**config.mk**
```make
export PLATFORM = sky130hd
export DESIGN_NAME = shot_timer
export DESIGN_NICKNAME = d
export VERILOG_FILES = /design/src/rtl/billiard_pkg.sv /design/src/rtl/bcd2_down_counter.sv /design/src/rtl/shot_timer.sv
export SDC_FILE = /design/constraint.sdc
export NUM_CORES = 1
export LEC_CHECK = 0
export CAP_MARGIN = 40
export CORE_UTILIZATION = 49
export DETAILED_ROUTE_END_ITERATION = 10
export GPL_TIMING_DRIVEN = 0
export PLACE_DENSITY = 0.77
export RECOVER_POWER = 25
export SLEW_MARGIN = 20
export SYNTH_ARGS = -nofsm -noshare
export SYNTH_HDL_FRONTEND = slang
export SYNTH_SLANG_ARGS = --single-unit
```
**constraint.sdc**
```tcl
create_clock -name clk -period 3.4 [get_ports clk]
set_clock_uncertainty 0.05 [all_clocks]
set_input_delay 0.34 -clock clk [delete_from_list [all_inputs] [get_ports clk]]
set_output_delay 0.34 -clock clk [all_outputs]
set_load 0.005 [all_outputs]
```
**src/rtl/billiard_pkg.sv**
```systemverilog
// Shared types for the billiard game timing blocks: shot-timer states,
// two-digit BCD values and a constant-friendly integer-to-BCD helper.
package billiard_pkg;

  typedef enum logic [1:0] {
    IDLE = 2'd0,
    RUN  = 2'd1,
    HOLD = 2'd2,
    DONE = 2'd3
  } shot_state_t;

  typedef struct packed {
    logic [3:0] tens;
    logic [3:0] ones;
  } bcd2_t;

  // Meant for elaboration-time constants; inputs above 99 are not expected.
  function automatic bcd2_t to_bcd2(input int unsigned val);
    bcd2_t res;
    res.tens = 4'((val / 10) % 10);
    res.ones = 4'(val % 10);
    return res;
  endfunction

endpackage

```
**src/rtl/bcd2_down_counter.sv**
```systemverilog
// Two-digit BCD down-counter with synchronous load; saturates at 00.
// Also exposes the next value so the parent can register flags derived from it.
module bcd2_down_counter
  import billiard_pkg::*;
(
  input  logic  clk,
  input  logic  load,
  input  bcd2_t load_val,
  input  logic  dec,
  output bcd2_t value,
  output bcd2_t value_next,
  output logic  zero_next
);

  always_comb begin
    value_next = value;
    if (load) begin
      value_next = load_val;
    end else if (dec && (value.tens != 4'd0 || value.ones != 4'd0)) begin
      if (value.ones == 4'd0) begin
        value_next.ones = 4'd9;
        value_next.tens = value.tens - 4'd1;
      end else begin
        value_next.ones = value.ones - 4'd1;
      end
    end
  end

  always_ff @(posedge clk) begin
    value <= value_next;
  end

  assign zero_next = (value.tens == 4'd0) && (value.ones == 4'd1);

endmodule

```
**src/rtl/shot_timer.sv**
```systemverilog
// Per-turn shot clock: loads START_SECS, counts down in BCD on one_sec ticks.
// Define SHOT_TIMER_BLINK_EN to make warning blink (toggle per tick) in the window.
module shot_timer
  import billiard_pkg::*;
#(
  parameter int START_SECS = 30,
  parameter int WARN_SECS  = 5
) (
  input  logic       clk,
  input  logic       reset,
  input  logic       one_sec,
  input  logic       start,
  input  logic       hold,
  input  logic       clear,
  output logic [3:0] secs_tens,
  output logic [3:0] secs_ones,
  output logic       running,
  output logic       warning,
  output logic       expired,
  output logic       time_up
);

  localparam bcd2_t START_BCD = to_bcd2(START_SECS);
  localparam bcd2_t WARN_BCD  = to_bcd2(WARN_SECS);

  shot_state_t state, state_nxt;
  bcd2_t       count, count_nxt;
  logic        load, dec, zero_next, exp_nxt;
  logic        in_win, win_nxt;
  logic [7:0]  count_nxt_raw;

  // reset reuses the load path so the counter needs no reset of its own
  bcd2_down_counter u_count (
    .clk        (clk),
    .load       (load | reset),
    .load_val   (START_BCD),
    .dec        (dec),
    .value      (count),
    .value_next (count_nxt),
    .zero_next  (zero_next)
  );

  always_comb begin
    state_nxt = state;
    load      = 1'b0;
    dec       = 1'b0;
    exp_nxt   = 1'b0;
    if (clear) begin
      state_nxt = IDLE;
      load      = 1'b1;
    end else if (start) begin
      state_nxt = RUN;
      load      = 1'b1;
    end else begin
      case (state)
        RUN: begin
          if (hold) begin
            state_nxt = HOLD;
          end else if (one_sec) begin
            dec = 1'b1;
            if (zero_next) begin
              state_nxt = DONE;
              exp_nxt   = 1'b1;
            end
          end
        end
        HOLD: if (!hold) state_nxt = RUN;
        default: ;
      endcase
    end
  end

  // BCD digit ordering matches numeric ordering, so compare the raw bytes.
  assign count_nxt_raw = count_nxt;
  assign win_nxt = (state_nxt == RUN || state_nxt == HOLD) &&
                   (count_nxt_raw != 8'h00) && (count_nxt_raw <= WARN_BCD);

  always_ff @(posedge clk) begin
    if (reset) begin
      state   <= IDLE;
      running <= 1'b0;
      expired <= 1'b0;
      time_up <= 1'b0;
      in_win  <= 1'b0;
    end else begin
      state   <= state_nxt;
      running <= (state_nxt == RUN);
      expired <= exp_nxt;
      time_up <= (state_nxt == DONE);
      in_win  <= win_nxt;
    end
  end

`ifdef SHOT_TIMER_BLINK_EN
  logic phase;

  always_ff @(posedge clk) begin
    if (reset || !win_nxt) begin
      phase <= 1'b0;
    end else if (!in_win) begin
      phase <= 1'b1;
    end else if (dec) begin
      phase <= ~phase;
    end
  end

  assign warning = phase;
`else
  assign warning = in_win;
`endif

  assign secs_tens = count.tens;
  assign secs_ones = count.ones;

endmodule

```
==> impl_summary.txt, run 1 <==
----------------------------------------------------
[Status]
  Status ... finished clean

[Clock tree]
  Clock edge transition at the registers on the reported setup and hold paths ... 0.09 ns
  Clock root buffer master ... clkbuf_4
  Maximum root-to-sink buffer count ... 2
  Hold bufs inserted after CTS ... 0
  Clock latency reported for the late side of the worst-skew pair ... 0.27 ns
  Clock tree from TritonCTS ... done
  Number of clock sinks ... 14
  Number of buffers inserted to repair setup after CTS ... 0
  Max H-tree Level ... 1
  TritonCTS buffer count ... 3

[Synth]
  Syn Nets ... 117
  Mean Syn Cell Area ... 8.530 um^2
  Synth Cell Area ... 887.1 um^2
  Count leader, synth ... dfxtp_1
  Most area-hungry cell type in the Yosys netlist ... dfxtp_1
  Gate count of the mapped netlist ... 104
  Number of distinct standard cells referenced by the synthesized netlist ... 37
  Biggest area contributors in the synthesized netlist ... dfxtp_1 (32%), ha_1 (9.9%), nor2_1 (4.2%)
  Top_reg_cell synth ... dfxtp_1
  Post-synth EDFFs ... 0
  Most frequent cells after synthesis ... dfxtp_1 (14), nor2_1 (10), inv_1 (9), ha_1 (7), nor3_1 (6)
  Share of the synthesized area in the top cell type ... 31.59%
  Number of warnings printed during yosys synthesis ... 0
  Share of async-settable or async-resettable flops after synthesis ... 0%
  Seq/Total Area, Yosys ... 31.59%
  Synthesis-stage register bit count ... 14

[Detailed routing]
  Iteration-0 DRC Markers ... 21
  Remaining antenna violation count after routing ... 0
  Drt drc ... 0
  Vias per cell ... 5.503
  Per-cell routed wire length ... 12.81 um
  Total wire length after detailed routing ... 1.909 mm
  Pre-antenna DRT Iters ... 4
  Vias ... 820

[Flow run]
  Max-cap violation count ... 0

[Power and ir drop]
  Leak ... 0.0004354 uW
  Pwr Density ... 253.2 nW/um^2
  Largest voltage drop on the vdd net ... 0.0002008 V

[STA]
  Final Max Slew Viols ... 0
  Final worst-path cycle share ... 89.82%
  Unrepaired setup endpoints after global routing ... false
  Achievable clock frequency ... 327.5 MHz
  Remaining max-slew budget at the tightest pin ... 62.47%
  Total setup violations reported at the end of the flow ... 0
  Total negative slack ... 0 ns
  Transition time at the pin with the least slew margin ... 0.5586 ns
  Final Critical Period ... 3.054 ns
  Number of hold-slack violations in the final timing report ... 0

[Hold path]
  Class of the tightest hold or removal check ... register to register
  Worst hold path depth ... 2
  Worst hold endpoint ... u_count.value[3]
  Startpoint of the worst hold path ... u_count.value[3]

[Placed design]
  Port Buf Inserts ... 17
  Post-placement cell count ... 146
  Cell area reported after detailed placement ... 1089 um^2
  Routability congestion estimate ... 0.7772
  Post-detailed-placement half-perimeter wirelength ... 1.424 mm

[Layout]
  Diode insertion count for antenna repair ... 0
  Area of the multi-input gates ... 570.5 um^2
  Filler instances ... 148
  Net count of the finished layout ... 139
  Fraction of layout instances using a drive strength above 1 ... 10.48%
  Finished layout cell area ... 1117 um^2
  Reg area ... 280.3 um^2
  Number of standard cells in the layout, taps in and fillers out ... 149
  Area Growth Syn to Fin ... 25.95%

[Die]
  X dimension of the die ... 44.55 um
  Std cell rows ... 15
  Initial core utilization ... 51.94%
  Die Y-Extent ... 44.55 um
  I/O pin cnt ... 18
  Core outline area ... 1708 um^2
  Total Die Area ... 1985 um^2

[Setup path]
  Required time worst endpoint ... 3.53 ns
  Worst setup path category ... register to register
  Depth of the most critical reg-to-reg path ... 12
  Arrival time of data at the critical path endpoint ... 3.19 ns
  Startpoint of the most critical register-to-register path ... u_count.value[4]
  Crit path capture type ... register
  Flop-to-flop setup slack ... 0.35 ns
  Reg2Reg Capture Point ... warning
  Crit path launch type ... register
  Biggest fanout along the worst timing path ... 5

[Global route]
  Maximum number of pins on one net before global-route repair ... 11
  Antenna violations before repair ... 0
  Wire length of the first global-routing pass ... 3.222 mm
  Remaining global-route overflow ... 0
  Vias in the first global route ... 732
  Total routing usage reported by global routing ... 21.55%

----------------------------------------------------
## final cells by class
type | count | share of cell area (%)
inverters | 9 | 3.024
clock buffers | 3 | 2.016
well taps | 25 | 2.800
multi-input cells | 79 | 51.06
plain buffers | 2 | 0.7839
flip-flops and latches | 14 | 25.08
repair buffers | 17 | 15.23
## power breakdown
group | internal, uW | switching, uW | total (uW)
sequential | 165 | 0.616 | 166
combinational | 11.6 | 13.6 | 25.2
clock | 40.9 | 51.3 | 92.2
total | 217 | 65.5 | 283
## worst max path at each step
stage                     startpoint       to  slack [ns]  cells after the start
finish              u_count.value[4]  warning        0.35                     12
global route        u_count.value[4]  warning        0.04                     12
CTS                 u_count.value[4]  warning        0.30                     12
detailed placement  u_count.value[4]  warning        0.32                     12
global placement    u_count.value[4]  warning        0.34                     12
floorplan           u_count.value[4]  warning        0.66                     12
## worst max-delay path, stage by stage, from the launching register on
cell	delay (ns)
dfxtp_1	0.34
inv_1	0.09
ha_1	0.23
nor3b_4	0.30
nand4_1	0.16
o21ai_0	0.18
a21oi_1	0.13
or2_2	0.29
ha_1	0.27
nor2_1	0.08
o311ai_0	0.14
or4_1	0.45
nor4_2	0.24
## stage by stage
| step | util (%) | setup slack, ns | power [uW] | hold slack (ns) |
|---|---|---|---|---|
| floorplan | - | 0.6631 | 181.7 | 0.3616 |
| global placement | 63.74 | 0.3369 | 193.7 | 0.5026 |
| detailed placement | 63.74 | 0.3233 | 194.5 | 0.5077 |
| CTS | 65.05 | 0.2961 | 287.0 | 0.5247 |
| global route | 65.42 | 0.04364 | 295.3 | 0.5680 |
| finish | 65.42 | 0.3463 | 282.9 | 0.5283 |
## repair_timing
item / 4_1_cts / 5_1_grt
resized for setup: 0 / 1
endpoints found under the hold margin: 0 / 0
endpoints found under the setup margin: 0 / 1
## cell usage in the layout (no fill, tap or decap), drive strengths merged, types with 2 or more instances in the layout
master,synthesis,final
a21oi,5,5
xnor2,2,2
ha,7,7
nor2b,5,5
or2,3,3
mux2i,3,3
nor3b,2,2
o21ai,5,5
nor4,3,3
clkdlybuf4s50,0,12
nor3,6,6
nand2b,2,2
or3,4,4
a211oi,2,2
clkbuf,1,4
dfxtp,14,14
nand2,5,5
inv,9,9
or4,3,3
nor2,10,10
dlygate4sd3,0,5
## metal layers
metal	global-route usage [%]	wire, um	vias to the layer above
li1	-	-	415
met1	31.27	958	388
met4	7.273	15	0
met2	32.94	865	15
met5	0	0	-
met3	2.449	69	2
## registers in the layout (all words and copies together) (netlist names)
register and flops:
u_count.value 8, state 2, expired 1, warning 1
running 1, time_up 1
## kinds of logic after synthesis
family / Yosys count / share of synthesized area, %
adders and majority gates: 7 / 9.873
buffers and inverters: 11 / 4.794
AOI/OAI and AO/OA: 19 / 15.66
muxes: 4 / 4.654
xor gates and xnor gates: 2 / 1.975
and+or+nand+nor: 47 / 31.45
DFF: 14 / 31.59
No activity file was read; power rests on OpenSTA's default activity.
==> run 2, diff against run 1 <==
- CTS_CLUSTER_DIAMETER: unset -> 60
==> results of run 2 <==
Final layout, timing and power as in run 1 (identical DEF).
